`src/rtl/debug_controller.sv`:
```
// Debug unit: NUM_BP PC breakpoints, NUM_WP read/write watchpoints, halt/step/resume
// command handshake, and a circular instruction trace with oldest-first indexed readback.
module debug_controller #(
  parameter int ADDR_W   = 8,
  parameter int INST_W   = 16,
  parameter int NUM_BP   = 4,
  parameter int NUM_WP   = 2,
  parameter int TRACE_AW = 4
) (
  input  logic                     clk,
  input  logic                     rst,
  input  logic [ADDR_W-1:0]        pc,
  input  logic [INST_W-1:0]        instruction,
  input  logic                     inst_valid,
  input  logic [ADDR_W-1:0]        mem_addr,
  input  logic                     mem_read,
  input  logic                     mem_write,
  input  logic                     debug_enable,
  input  logic [NUM_BP*ADDR_W-1:0] bp_addr,
  input  logic [NUM_BP-1:0]        bp_en,
  input  logic [NUM_WP*ADDR_W-1:0] wp_addr,
  input  logic [2*NUM_WP-1:0]      wp_mode,
  input  logic                     cmd_halt,
  input  logic                     cmd_step,
  input  logic                     cmd_resume,
  input  logic                     trace_enable,
  input  logic                     trace_clear,
  input  logic [TRACE_AW-1:0]      trace_rd_idx,
  output logic                     debug_halt,
  output logic [2:0]               halt_cause,
  output logic [2:0]               hit_id,
  output logic                     step_done,
  output logic [ADDR_W-1:0]        trace_rd_pc,
  output logic [INST_W-1:0]        trace_rd_inst,
  output logic [TRACE_AW:0]        trace_count,
  output logic                     trace_wrapped
);

  localparam int DEPTH = 2 ** TRACE_AW;
  localparam logic [TRACE_AW:0] FULL = (TRACE_AW + 1)'(DEPTH);

  typedef enum logic [1:0] {S_RUN, S_HALTED, S_STEP} state_t;

  state_t            state;
  logic              skip_bp;
  logic [ADDR_W-1:0] skip_pc;
  logic              skip_active;
  logic              bp_hit, wp_hit;
  logic [2:0]        bp_idx, wp_idx;

  // Ascending scan with first-hit latch gives lowest index priority.
  always_comb begin
    bp_hit = 1'b0;
    bp_idx = '0;
    for (int unsigned k = 0; k < NUM_BP; k++) begin
      if (!bp_hit && bp_en[k] && pc == bp_addr[k*ADDR_W +: ADDR_W]) begin
        bp_hit = 1'b1;
        bp_idx = 3'(k);
      end
    end
    wp_hit = 1'b0;
    wp_idx = '0;
    for (int unsigned k = 0; k < NUM_WP; k++) begin
      if (!wp_hit && mem_addr == wp_addr[k*ADDR_W +: ADDR_W] &&
          ((wp_mode[2*k] && mem_read) || (wp_mode[2*k+1] && mem_write))) begin
        wp_hit = 1'b1;
        wp_idx = 3'(k);
      end
    end
  end

  // Suppression only applies while pc still equals the resume PC, so the cycle
  // the PC moves on is already eligible for a fresh breakpoint hit.
  assign skip_active = skip_bp && (pc == skip_pc);

  always_ff @(posedge clk) begin
    if (rst) begin
      state      <= S_RUN;
      debug_halt <= 1'b0;
      halt_cause <= '0;
      hit_id     <= '0;
      step_done  <= 1'b0;
      skip_bp    <= 1'b0;
      skip_pc    <= '0;
    end else if (!debug_enable) begin
      state      <= S_RUN;
      debug_halt <= 1'b0;
      halt_cause <= '0;
      hit_id     <= '0;
      step_done  <= 1'b0;
      skip_bp    <= 1'b0;
    end else begin
      step_done <= 1'b0;
      if (skip_bp && pc != skip_pc) skip_bp <= 1'b0;
      case (state)
        S_RUN: begin
          if (bp_hit && !skip_active) begin
            state <= S_HALTED; debug_halt <= 1'b1; halt_cause <= 3'd1; hit_id <= bp_idx;
          end else if (wp_hit) begin
            state <= S_HALTED; debug_halt <= 1'b1; halt_cause <= 3'd2; hit_id <= wp_idx;
          end else if (cmd_halt) begin
            state <= S_HALTED; debug_halt <= 1'b1; halt_cause <= 3'd3; hit_id <= '0;
          end
        end
        S_HALTED: begin
          if (cmd_step) begin
            state      <= S_STEP;
            debug_halt <= 1'b0;
          end else if (cmd_resume) begin
            state      <= S_RUN;
            debug_halt <= 1'b0;
            halt_cause <= '0;
            hit_id     <= '0;
            if (halt_cause == 3'd1) begin
              skip_bp <= 1'b1;
              skip_pc <= pc;
            end
          end
        end
        S_STEP: begin
          if (wp_hit) begin
            state <= S_HALTED; debug_halt <= 1'b1; halt_cause <= 3'd2; hit_id <= wp_idx;
          end else if (inst_valid) begin
            state <= S_HALTED; debug_halt <= 1'b1; halt_cause <= 3'd4; hit_id <= '0;
            step_done <= 1'b1;
          end else if (cmd_resume) begin
            state <= S_RUN; halt_cause <= '0; hit_id <= '0;
          end
        end
        default: state <= S_RUN;
      endcase
    end
  end

  logic [ADDR_W-1:0]   pc_mem   [DEPTH];
  logic [INST_W-1:0]   inst_mem [DEPTH];
  logic [TRACE_AW-1:0] wr_ptr;
  logic [TRACE_AW-1:0] rd_phys;
  logic                trace_we;
  logic                rd_in_range;

  assign trace_we    = trace_enable && inst_valid && !trace_clear;
  assign rd_phys     = wr_ptr - trace_count[TRACE_AW-1:0] + trace_rd_idx;
  assign rd_in_range = {1'b0, trace_rd_idx} < trace_count;

  always_ff @(posedge clk) begin
    if (rst || trace_clear) begin
      wr_ptr        <= '0;
      trace_count   <= '0;
      trace_wrapped <= 1'b0;
    end else if (trace_we) begin
      wr_ptr <= wr_ptr + 1'b1;
      if (trace_count == FULL) trace_wrapped <= 1'b1;
      else                     trace_count   <= trace_count + 1'b1;
    end
  end

  always_ff @(posedge clk) begin
    if (trace_we) begin
      pc_mem[wr_ptr]   <= pc;
      inst_mem[wr_ptr] <= instruction;
    end
  end

  always_ff @(posedge clk) begin
    if (rst || !rd_in_range) begin
      trace_rd_pc   <= '0;
      trace_rd_inst <= '0;
    end else begin
      trace_rd_pc   <= pc_mem[rd_phys];
      trace_rd_inst <= inst_mem[rd_phys];
    end
  end

endmodule

```
`config.mk`:
```
export PLATFORM = sky130hd
export DESIGN_NAME = debug_controller
export DESIGN_NICKNAME = d
export VERILOG_FILES = /design/src/rtl/debug_controller.sv
export SDC_FILE = /design/constraint.sdc
export NUM_CORES = 1
export LEC_CHECK = 0
export ABC_CLOCK_PERIOD_IN_PS = 6000
export CORE_MARGIN = 2
export CORE_UTILIZATION = 60
export DETAILED_ROUTE_END_ITERATION = 7
export PLACE_DENSITY = 0.84
export SLEW_MARGIN = 15
export SYNTH_ARGS = -nofsm -noshare
export SYNTH_HDL_FRONTEND = slang
export SYNTH_SLANG_ARGS = --single-unit
```
`constraint.sdc`:
```
create_clock -name clk -period 6 [get_ports clk]
set_clock_uncertainty 0.2 [all_clocks]
set_input_delay 0.9 -clock clk [delete_from_list [all_inputs] [get_ports clk]]
set_output_delay 0.9 -clock clk [all_outputs]
set_load 0.05 [all_outputs]
```
==> results.py, run 1 <==
metrics = {
    "global_routing": {
        "overflow": 0,
        "grt_pass1_wl_um": 58400,
        "track_usage_pct": 25.9,
        "antenna_found_initial": 0,
        "first_global_vias": 9989,
        "grt_max_degree": 49,
    },
    "yosys": {
        "synth_seq_cells": 437,
        "syn-instance-count": 940,
        "ys_warn_count": 0,
        "async_flop_share_pct": 0,
        "ys.flop_type": "edfxtp_1",
        "synth.yosys.seq_area_share_pct": 71.8,
        "ys_types": 47,
        "synthesis.nets": 1063,
        "syn_avg_cell_area_um2": 18.7,
        "synth-edff-count": 384,
        "syn-cell-area_mm2": 0.0175,
    },
    "cts": {
        "cts-root-buf": "clkbuf_16",
        "post_cts_buffers": 0,
        "cts_max_level": 2,
        "cts_tree": "yes",
        "cts-buffers-inserted": 42,
        "ctsResizeCount": 0,
        "cts_sinks": 437,
        "cts.path.max_buffers": 3,
        "clk_pin_slew_ps": 60,
        "ctsHoldBuffers": 0,
        "clock_latency_ps": 530,
    },
    "floorplanning": {
        "start_util_pct": 61.0,
        "ioPinCount": 141,
        "die_w_um": 175,
        "fp.dieH_um": 175,
        "placementRows": 62,
        "dieArea_mm2": 0.0306,
        "core_area_mm2": 0.0288,
    },
    "worst_hold_path": {
        "hp-class": "reg2reg",
    },
    "finish": {
        "layout-drive-gt1-share_pct": 18.8,
        "regArea_mm2": 0.0126,
        "area_delta_synth_final_pct": 18.7,
        "multi_input_area_mm2": 0.00476,
        "nets": 1225,
        "n_antenna_cell": 0,
        "n_fill_cell": 1643,
    },
    "route": {
        "drt_wl_total_um": 39100,
        "ant_nets": 0,
        "drtIter0Drc": 1044,
        "drc_errors": 0,
        "wl_per_cell_um": 25.7,
        "vias_per_cell": 6.26,
        "num_vias": 9503,
        "dr.pass1.iters": 5,
    },
    "worst_setup_path": {
        "cp.arrival_ps": 4230,
        "cp.required_ps": 6170,
        "end_kind": "flop",
        "path_max_fanout": 43,
        "crit_type": "in2reg",
        "start_kind": "input pin",
    },
    "timing": {
        "hold_viol": 0,
        "rsz0062_at_grt": "false",
        "drv_slew": 0,
        "tns_ps": 0,
        "setup_viol": 0,
        "tightest_slew_ps": 1170,
        "max_slew_margin_pct": 21.5,
        "post-route-period-util_pct": 67.6,
        "fin_ws_ps": 1940,
        "clock.fmax_mhz": 246,
        "period_needed_ps": 4060,
    },
    "power": {
        "irDropWorstVdd_uv": 223,
        "cellPowerDensity_mw_per_mm2": 309,
        "p_leak_uw": 0.00687,
    },
    "placed_design": {
        "pre_cts_ws_ps": 1410,
        "portBuffers": 140,
        "dp_hpwl_um": 21800,
        "gp_congestion": 0.823,
    },
    "status": {
        "status": "completed",
    },
    "flow_run": {
        "drv_cap": 0,
    },
}
[final timing paths]
check / startpoint / end / slack (ps) / cells past startpoint
worst min-delay path: hit_id[2]$_SDFFE_PP0P_ / hit_id[2]$_SDFFE_PP0P_ / 270 / 1
worst min register to register: hit_id[2]$_SDFFE_PP0P_ / hit_id[2]$_SDFFE_PP0P_ / 270 / 1
worst max-delay path: trace_rd_idx[1] / trace_rd_pc[0]$_SDFF_PP0_ / 1940 / 9
worst max register to register: wr_ptr[0]$_SDFFE_PP0P_ / trace_rd_pc[0]$_SDFF_PP0_ / 2230 / 11
[cells in the final DEF, fill, tap and decap left out, types with 3 or more instances in the layout]
cell,count
a211oi_1,49
a21o_1,4
a21oi_1,13
buf_12,3
buf_4,25
clkbuf_1,10
clkbuf_16,42
clkbuf_8,5
clkdlybuf4s50_1,140
clkinv_1,5
clkinv_2,10
dfxtp_1,53
edfxtp_1,384
ha_1,16
inv_1,20
inv_6,3
mux2i_1,34
mux4_2,96
nand2_1,15
nand2b_1,3
nand3_1,5
nand4_1,9
nor2_1,24
nor2_2,12
nor2b_1,27
nor3_1,9
nor3_2,4
nor4_1,6
o21ai_0,5
o31ai_1,3
xnor2_1,26
xor2_1,39
[kinds of logic (layout without fill, tap and decap cells)]
group           Yosys count  in the layout  synth area share (%)
flops                   437            437                  71.8
mux                     130            130                  14.3
simple gates            128            128                  3.85
compound gates           88             88                  3.52
buf+inv                  70            265                  1.71
xor+xnor                 67             67                  3.34
fa+ha+maj                20             20                  1.55
[layout make-up]
cell class,instances,share of cell area (%)
clock buffer,57,5.56
sequential,437,60.5
inverter,20,0.360
multi-input combinational,433,22.8
clock inverter,20,0.571
tap,384,2.31
timing repair buffer,168,7.92
[per-layer routing]
| metal | share of wire, % | global-route usage, % | vias up | routed length, µm |
|---|---|---|---|---|
| li1 | - | - | 4065 | - |
| met5 | 0 | 0 | - | 0 |
| met1 | 37 | 32.9 | 4772 | 14400 |
| met2 | 51 | 44.7 | 560 | 20100 |
| met3 | 8.7 | 5.46 | 106 | 3420 |
| met4 | 3.1 | 9.27 | 0 | 1230 |
[Yosys cell counts (all sizes together), types with 15 or more instances]
master	n	area share (%)
buf	19	0.62
mux4	96	12
mux2i	34	1.9
xnor2	27	1.3
dfxtp	53	6.0
nand2	15	0.32
a211oi	49	2.1
inv	20	0.43
ha	17	1.2
nor2b	27	0.96
clkbuf	31	0.66
xor2	40	2.0
nor2	36	0.77
edfxtp	384	66
[critical path, cell delays in order]
cell and delay (ps):
clkdlybuf4s50_1 480, inv_1 60, fa_1 520, fa_4 1000
buf_12 310, mux4_2 360, nor2b_1 150, a211oi_1 300
a211oi_1 110
[report_power, final]
part	switching, µW	internal [µW]
clock network	1100	1360
registers	11.5	3320
logic	352	293
[registers in the layout, indices dropped and copies added (netlist names)]
signal	cells
pc_mem	128
inst_mem	256
wr_ptr	4
step_done	1
trace_rd_inst	16
debug_halt	1
skip_pc	8
trace_count	5
hit_id	3
halt_cause	3
trace_rd_pc	8
state	2
trace_wrapped	1
skip_bp	1
[through the flow]
stage	util [%]	hold WS [ps]	instances	area (µm²)	power, µW
floorplan	-	271	940	17500	3810
global placement	67.9	247	1442	19600	4020
detailed placement	67.9	246	1442	19600	4040
CTS	72.4	269	1519	20800	6460
global route	72.4	287	1519	20800	6620
finish	72.4	270	1519	20800	6440
No activity file was read; power rests on OpenSTA's default activity.
==> run 2: changes to the inputs <==
--- a/config.mk
+++ b/config.mk
@@ -5,11 +5,11 @@
 export SDC_FILE = /design/constraint.sdc
 export NUM_CORES = 1
 export LEC_CHECK = 0
-export ABC_CLOCK_PERIOD_IN_PS = 6000
+export ABC_CLOCK_PERIOD_IN_PS = 3700
 export CORE_MARGIN = 2
-export CORE_UTILIZATION = 60
+export CORE_UTILIZATION = 52
 export DETAILED_ROUTE_END_ITERATION = 7
-export PLACE_DENSITY = 0.84
+export PLACE_DENSITY = 0.77
 export SLEW_MARGIN = 15
 export SYNTH_ARGS = -nofsm -noshare
 export SYNTH_HDL_FRONTEND = slang
==> constraint.sdc (replaced) <==
create_clock -name clk -period 3.7 [get_ports clk]
set_clock_uncertainty 0.2 [all_clocks]
set_input_delay 0.555 -clock clk [delete_from_list [all_inputs] [get_ports clk]]
set_output_delay 0.555 -clock clk [all_outputs]
set_load 0.05 [all_outputs]
==> run 2 against run 1 <==
Compared with the run above: die area up 15%; critical path type is now reg2reg; sequential cell count unchanged; worst setup slack lost 1700 ps; worst hold slack improved by 3.5 ps; critical endpoint is now trace_rd_inst[15]$_SDFF_PP0_; routed wire length fell by 2.3%; first-iteration DRC count shrank 24%.
==> results.py, run 2 (same netlist as run 1, synthesis figures left out) <==
metrics = {
    "finish": {
        "fin_area_mm2": 0.0214,
        "layout-drive-gt1-share_pct": 21.7,
        "final_cell_mix": "edfxtp_1, clkdlybuf4s50_1, mux4_2, buf_4, dfxtp_1",
        "layout_commonest_cell": "edfxtp_1",
        "area_delta_synth_final_pct": 22.0,
        "nets": 1262,
        "reg.largest.list": "inst_mem: 256 flops, pc_mem: 128 flops, trace_rd_inst: 16 flops",
        "final_core_util_pct": 64.2,
        "n_antenna_cell": 0,
        "top_register": "inst_mem",
        "largest_reg_flops": 256,
    },
    "worst_setup_path": {
        "r2r-start": "wr_ptr[0]$_SDFFE_PP0P_",
        "path_max_fanout": 25,
        "cp-startpoint": "wr_ptr[0]$_SDFFE_PP0P_",
        "crit_type": "reg2reg",
        "start_kind": "flop",
        "end_kind": "flop",
        "cp.arrival_ps": 3680,
        "cp.required_ps": 3900,
    },
    "worst_hold_path": {
        "hp-class": "reg2reg",
        "worstHoldStart": "trace_wrapped$_SDFFE_PP0P_",
    },
    "power": {
        "p_leak_uw": 0.00715,
        "irDropWorstVdd_uv": 303,
        "p_total_uw": 10900,
        "pwr-share-comb_pct": 10.1,
        "p_seq_share_pct": 49.8,
        "cellPowerDensity_mw_per_mm2": 507,
        "pwr-share-clk_pct": 40.1,
        "p_switching_uw": 2370,
        "p_int_uw": 8500,
        "swShare_pct": 21.8,
    },
    "placed_design": {
        "pre_cts_ws_ps": -243,
        "dp_hpwl_um": 23100,
        "portBuffers": 140,
        "gp_congestion": 0.804,
        "dpl_cell_area_mm2": 0.0200,
    },
    "timing": {
        "tightest_slew_ps": 654,
        "hold_viol": 0,
        "clock.fmax_mhz": 287,
        "post-route-period-util_pct": 94.1,
        "setup_viol": 0,
        "fin_ws_ps": 216,
        "rsz0062_at_grt": "false",
        "drv_slew": 0,
        "max_slew_margin_pct": 56.0,
        "period_needed_ps": 3480,
    },
    "floorplanning": {
        "fp.dieH_um": 188,
        "core_area_mm2": 0.0334,
        "dieArea_mm2": 0.0352,
        "start_util_pct": 52.6,
        "die_w_um": 188,
        "ioPinCount": 141,
        "placementRows": 67,
    },
    "route": {
        "vias_per_cell": 5.84,
        "wl_per_cell_um": 23.6,
        "dr.pass1.iters": 7,
        "drt_wl_total_um": 38200,
        "num_vias": 9469,
        "drc_errors": 0,
        "ant_nets": 0,
        "drtIter0Drc": 792,
    },
    "cts": {
        "cts_tree": "yes",
        "ctsHoldBuffers": 0,
        "cts_max_level": 2,
        "ctsResizeCount": 0,
        "clk_pin_slew_ps": 60,
        "cts-buffers-inserted": 43,
        "cts-root-buf": "clkbuf_16",
        "cts_sinks": 437,
        "cts.path.max_buffers": 3,
        "post_cts_buffers": 0,
        "clock_latency_ps": 540,
    },
    "global_routing": {
        "antenna_found_initial": 0,
        "grt_max_degree": 37,
        "first_global_vias": 9750,
        "overflow": 0,
        "grt_pass1_wl_um": 57800,
        "track_usage_pct": 22.0,
    },
    "flow_run": {
        "drv_cap": 0,
    },
    "status": {
        "status": "completed",
    },
}
## run 2: final cells by class
type	count	area, µm²
flip-flops and latches	437	12600
fillers	2312	12000
multi-input cells	433	4760
repair buffers	204	2010
clock buffers	54	1160
well taps	448	561
clock inverters	25	265
inverters	20	75.1
## run 2: critical path: stages, from the launching register on
cell and delay [ps]:
dfxtp_1 430, inv_1 110, ha_1 290, inv_1 90
ha_4 130, inv_1 50, fa_4 900, buf_12 210
mux4_2 310, nor2b_1 150, a211oi_1 340, a211oi_1 100
## run 2: final timing paths
check                            endpoint  slack (ps)  cells past startpoint
min            trace_wrapped$_SDFFE_PP0P_         270                      2
max          trace_rd_inst[15]$_SDFF_PP0_         220                     11
max reg2reg  trace_rd_inst[15]$_SDFF_PP0_         220                     11
min reg2reg    trace_wrapped$_SDFFE_PP0P_         270                      2
## run 2: power groups by stage
stage	registers (µW)	clock network (µW)	logic (µW)
finish	5410	4360	1100
global route	5410	4620	1180
CTS	5410	4410	1110
detailed placement	5510	0	1100
global placement	5510	0	1080
floorplan	5590	0	580
## run 2: metal layers
layer / global-route usage [%] / vias up / wire [µm] / part of all wire [%]
li1: - / 4139 / - / -
met1: 29.3 / 4790 / 15000 / 39
met2: 37.5 / 473 / 19300 / 50
met3: 3.95 / 67 / 3100 / 8.1
met4: 6.00 / 0 / 882 / 2.3
met5: 0 / - / 0 / 0
## run 2: metrics by stage
stage / instances / TNS [ps] / hold slack, ps
after floorplan: 940 / 0 / 271
after global placement: 1542 / -3060 / 244
after detailed placement: 1542 / -3810 / 247
after CTS: 1621 / 0 / 274
after global routing: 1621 / 0 / 294
final: 1621 / 0 / 274
